`config.mk`:
```
export PLATFORM = sky130hd
export DESIGN_NAME = brick_game_driver
export DESIGN_NICKNAME = d
export VERILOG_FILES = /design/src/rtl/brick_game_pkg.sv /design/src/rtl/brick_game_driver_lfsr16.sv /design/src/rtl/brick_game_driver.sv
export SDC_FILE = /design/constraint.sdc
export NUM_CORES = 1
export LEC_CHECK = 0
export ABC_AREA = 0
export CAP_MARGIN = 20
export CELL_PAD_IN_SITES_DETAIL_PLACEMENT = 0
export CELL_PAD_IN_SITES_GLOBAL_PLACEMENT = 2
export CORE_MARGIN = 4
export CORE_UTILIZATION = 25
export DETAILED_ROUTE_END_ITERATION = 8
export PLACE_DENSITY = 0.76
export SYNTH_ARGS = -nofsm -noshare
export SYNTH_HDL_FRONTEND = slang
export SYNTH_SLANG_ARGS = --single-unit
```
`constraint.sdc`:
```
create_clock -name clk -period 1.8 [get_ports clk]
set_input_delay 0.18 -clock clk [delete_from_list [all_inputs] [get_ports clk]]
set_output_delay 0.18 -clock clk [all_outputs]
set_load 0.01 [all_outputs]
```
`src/rtl/brick_game_pkg.sv`:
```
// Shared types and constants for the brick game driver: FSM states, LFSR
// defaults and the row/hit/count field widths used by driver and bench.
package brick_game_pkg;

    typedef enum logic [1:0] {
        IDLE,
        SEND,
        WAIT,
        DONE
    } state_t;

    localparam int          NUM_ROWS          = 8;
    localparam logic [15:0] LFSR_DEFAULT_SEED = 16'hACE1;
    // Taps x^16 + x^14 + x^13 + x^11 map to state bits 15, 13, 12, 10.
    localparam logic [15:0] LFSR_TAP_MASK     = 16'hB400;

    localparam int ROW_W = 8;
    localparam int HIT_W = 6;
    localparam int CNT_W = 7;

endpackage

```
`src/rtl/brick_game_driver_lfsr16.sv`:
```
// 16-bit Fibonacci LFSR that shifts left with the feedback bit entering bit 0.
// A load takes priority over a step.
module lfsr16
    import brick_game_pkg::*;
(
    input  logic        clk,
    input  logic        load,
    input  logic [15:0] seed,
    input  logic        step,
    output logic [15:0] q
);

    logic feedback;

    assign feedback = ^(q & LFSR_TAP_MASK);

    always_ff @(posedge clk) begin
        if (load) begin
            q <= seed;
        end else if (step) begin
            q <= {q[14:0], feedback};
        end
    end

endmodule

```
`src/rtl/brick_game_driver.sv`:
```
// Plays one brick game: streams 8 LFSR-generated rows to the game core, then
// waits (bounded by TIMEOUT_CYC) for the destroyed-brick count.
module brick_game_driver
    import brick_game_pkg::*;
#(
    parameter int TIMEOUT_CYC = 63
) (
    input  logic             clk,
    input  logic             rst,
    input  logic             start,
    input  logic [15:0]      seed,
    output logic             busy,
    output logic [ROW_W-1:0] in,
    output logic [ROW_W-1:0] bomb,
    output logic [HIT_W-1:0] hit,
    output logic             in_valid1,
    output logic             in_valid2,
    input  logic             out_valid,
    input  logic [CNT_W-1:0] out,
    output logic             done,
    output logic [CNT_W-1:0] result,
    output logic             timeout
);

    localparam logic [7:0] TIMEOUT_LIM = 8'(TIMEOUT_CYC);
    localparam logic [2:0] LAST_ROW    = 3'(NUM_ROWS - 1);

    state_t      state;
    state_t      state_next;
    logic [2:0]  row_cnt;
    logic [7:0]  wait_cnt;
    logic [15:0] lfsr_q;
    logic        lfsr_load;
    logic        wait_expired;

    assign lfsr_load    = (state == IDLE) && start;
    assign wait_expired = (wait_cnt == TIMEOUT_LIM);

    lfsr16 u_lfsr (
        .clk  (clk),
        .load (lfsr_load),
        .seed ((seed == 16'h0000) ? LFSR_DEFAULT_SEED : seed),
        .step (state == SEND),
        .q    (lfsr_q)
    );

    always_comb begin
        state_next = state;
        busy       = (state != IDLE);
        in_valid1  = (state == SEND);
        in_valid2  = (state == SEND);
        done       = (state == DONE);
        in         = '0;
        bomb       = '0;
        hit        = '0;
        if (state == SEND) begin
            in   = lfsr_q[7:0];
            bomb = lfsr_q[15:8];
            hit  = lfsr_q[5:0] ^ lfsr_q[13:8];
        end
        case (state)
            IDLE:    if (start) state_next = SEND;
            SEND:    if (row_cnt == LAST_ROW) state_next = WAIT;
            WAIT:    if (out_valid || wait_expired) state_next = DONE;
            DONE:    state_next = IDLE;
            default: state_next = IDLE;
        endcase
    end

    always_ff @(posedge clk) begin
        if (rst) begin
            state    <= IDLE;
            row_cnt  <= '0;
            wait_cnt <= '0;
            result   <= '0;
            timeout  <= 1'b0;
        end else begin
            state <= state_next;
            case (state)
                IDLE: begin
                    if (start) begin
                        row_cnt <= '0;
                        result  <= '0;
                        timeout <= 1'b0;
                    end
                end
                SEND: begin
                    row_cnt <= row_cnt + 3'd1;
                    if (row_cnt == LAST_ROW) wait_cnt <= '0;
                end
                WAIT: begin
                    // A response in the expiry cycle wins over the timeout.
                    if (out_valid) begin
                        result  <= out;
                        timeout <= 1'b0;
                    end else if (wait_expired) begin
                        result  <= '0;
                        timeout <= 1'b1;
                    end else if (wait_cnt != 8'hFF) begin
                        wait_cnt <= wait_cnt + 8'd1;
                    end
                end
                default: ;
            endcase
        end
    end

endmodule

```
==> reports/results.txt <==
Outcome -> complete, no violations
Hold buffers post-CTS -> 0
Design Power -> 4.248 mW
WL final -> 5.946 mm
Hold Startpoint -> row_cnt[0]
Ys async rst share -> 0%
Kind of critical path -> flop to flop
Max-Cap Viols -> 0
CP endpoint kind -> flop
Final setup fails -> 0
Reg power frac -> 34.7%
Pwr dens -> 1393 nW/um^2
Share of layout cells above drive strength 1 -> 14.24%
N_diodes -> 0
Net Sw Power -> 1.659 mW
Met1 Usage GRT -> 16.03%
Total track usage -> 12.18%
Post-Syn Nets -> 268
Startpoint Class -> flop
CP max-delay cell -> dfxtp_4
Worst slew pin tran -> 467.5 ps
Synthesized area per cell -> 9.022 um^2
FF-to-FF path depth -> 8
EDFF count, synth -> 16
Die Y -> 99.70 um
Synth Register Bits -> 37
Most used cell, CP -> buf_4
Area Overhead vs Synth -> 45.06%
DR WL/cell -> 14.36 um
Post-Synth Simple-Gate Area -> 23.63%
Initial Util -> 25.58%
Hold EP -> row_cnt[0]
Synth Instances -> 233
Most frequent cells in the layout -> clkdlybuf4s50_1 (35), nand2_1 (31), dlygate4sd2_1 (25)
Antenna violations before repair -> 0
RePlAce Congestion -> 0.8229
Slew Limit Fails -> 0
FILL cells -> 865
Met3 Use GR -> 2.735%
Flop-to-flop setup slack -> 90 ps
Int Pwr -> 2.588 mW
Cells along the critical path -> inv_2, ha_4, buf_4, nor2b_2, nor4b_4, buf_4, o21ai_0, a31oi_1
CP required -> 2000 ps
Unique masters post-synth -> 40
Met2 Use GR -> 20.06%
Adder-cell share of the synthesized area -> 4.762%
R2R Path Start -> state[1]
HP Class -> flop to flop
Vias -> 1985
DR DRC count -> 0
Switch share -> 39.07%
Clock power frac -> 13.3%
Iteration count of the initial detailed-routing pass -> 4
Final Hold Vio Count -> 0
Netlist Area Pre-Place -> 2102 um^2
1st-iter DRT viols -> 38
Die area -> 9939 um^2
Dominant synthesized flop cell -> dfxtp_1
Yosys Warn Count -> 0
Fmax achieved -> 585.2 MHz
Final Cycle Share -> 94.93%
DP Area -> 2933 um^2
Number of port buffers -> 60
CTS Root Cell -> clkbuf_8
Post-route ant nets -> 0
Synth Area in Compound Gates -> 20.48%
Most common cell after layout, fill and taps aside -> clkdlybuf4s50_1
Gr ovfl total -> 0
Multi-input gate area -> 1149 um^2
Combinational family with the most area after synthesis -> simple AND/OR/NAND/NOR gates
Core ar. -> 8217 um^2
Post-DP HPWL -> 4.450 mm
Worst vdd ir -> 0.3510 mV
Leakage -> 1.224 nW
Clk Latency, worst-skew pair -> 280 ps
Minimum clock period -> 1709 ps
Clock tree buffer depth -> 2
CTS clk-pin slew, worst paths -> 80 ps
Largest net degree at the start of global routing -> 16
CTS tree -> built
Nets -> 343
Clk sinks -> 37
CP peak stage delay -> 370 ps
# rows -> 33
Cell family with most CP delay -> simple AND/OR/NAND/NOR gates
Final Skew -> 8.723 ps
Register area share after synthesis -> 42.86%
I/O Pins -> 61
Vias in the first global route -> 2000
CP Depth -> 8
R2r endpoint -> wait_cnt[3]
Hold depth -> 2
CP max FO -> 9
Grt peak-use layer -> met2
TritonCTS Buffers -> 5
Drt via density -> 4.795
Slew HR -> 68.74%
First-pass GRT wire length -> 9.894 mm
Final instance area -> 3049 um^2
Post-synthesis mux area share -> 0%
Storage element area -> 905.9 um^2
CP Buf/Inv Count -> 3
Gate power share -> 52.0%
Worst EP arrival -> 1910 ps
Die width -> 99.70 um
CTS H-tree depth -> 2
Post-synthesis xor/xnor area fraction -> 4.167%
[repair_timing]
item / CTS / global route
resized for setup: 33 / 6
endpoints found under the setup margin: 27 / 14
gates cloned: 1 / 0
buffers inserted: 0 / 1
pin swaps: 0 / 1
[worst max-delay path by stage]
| stage | from | to | slack, ps |
|---|---|---|---|
| after floorplan | state[1] | u_lfsr.q[0] | 6 |
| after global placement | seed[11] | u_lfsr.q[0] | -40 |
| after detailed placement | state[1] | wait_cnt[2] | 8 |
| after CTS | state[1] | wait_cnt[5] | 20 |
| after global routing | state[1] | wait_cnt[1] | -20 |
| final | state[1] | wait_cnt[3] | 90 |
[layer usage]
metal | vias up | part of all wire, %
met5 | - | 0
met4 | 0 | 1.5
met3 | 8 | 5.0
met2 | 66 | 47
met1 | 921 | 46
li1 | 990 | -
[Yosys cell counts (all sizes together) (2+ instances only)]
cell type / instances / area share (%)
nand2: 31 / 5.5
and2: 24 / 7.1
dfxtp: 21 / 20
o21ai: 17 / 4.0
a21oi: 16 / 4.0
edfxtp: 16 / 23
nor2: 10 / 1.9
ha: 8 / 4.8
xor2: 8 / 3.3
a31oi: 7 / 2.1
buf: 7 / 1.8
clkbuf: 7 / 1.3
nand3: 7 / 1.7
o2111ai: 7 / 2.9
o22a: 7 / 2.9
inv: 6 / 1.1
nand2b: 5 / 1.5
nor4: 4 / 1.2
nand3b: 3 / 1.1
nor2b: 3 / 0.89
a311oi: 2 / 0.83
a32oi: 2 / 0.83
nand4: 2 / 0.60
xnor2: 2 / 0.83
[state kept, by name, summed over array words and instances, names as in the netlist]
| register | flops |
|---|---|
| result | 7 |
| u_lfsr.q | 16 |
| wait_cnt | 8 |
| state | 2 |
| timeout | 1 |
| row_cnt | 3 |
[power groups by stage]
stage          registers [mW]  clock network [mW]  logic [mW]
2_1_floorplan            1.42                   0        1.25
3_3_place_gp             1.49                   0        2.31
3_5_place_dp             1.48                   0        2.32
4_1_cts                  1.47               0.600        2.22
5_1_grt                  1.52               0.635        2.47
6_report                 1.48               0.565        2.21
[cells by family (layout without fill, tap and decap cells)]
logic type	count (synthesis)	count (layout)
compound gates	65	65
xor+xnor	10	10
fa+ha+maj	8	8
buf+inv	20	96
flops	37	37
simple gates	93	93
[per-stage QoR]
step	utilization (%)	setup TNS, ps	hold WS [ps]	worst slack [ps]	std cells
2_1_floorplan	-	0	282.7	6.194	233
3_3_place_gp	35.69	-220.7	462.3	-41.62	404
3_5_place_dp	35.69	0	468.9	7.654	404
4_1_cts	36.73	0	479.4	15.61	413
5_1_grt	37.11	-43.70	510.0	-18.34	414
6_report	37.11	0	477.5	91.18	414
[worst reg2reg max path: stages (launching register included)]
cell	delay [ps]
dfxtp_4	370
inv_2	60
ha_4	170
buf_4	160
nor2b_2	190
nor4b_4	310
buf_4	180
o21ai_0	80
a31oi_1	130
[area by class of cell]
cell class	instances	share of cell area, %
flip-flops and latches	37	29.71
clock buffers	5	2.257
clock inverters	3	0.5745
inverters	6	0.7386
repair buffers	82	24.74
multi-input cells	176	37.67
well taps	105	4.309
Power figures use the tool's default switching activity.
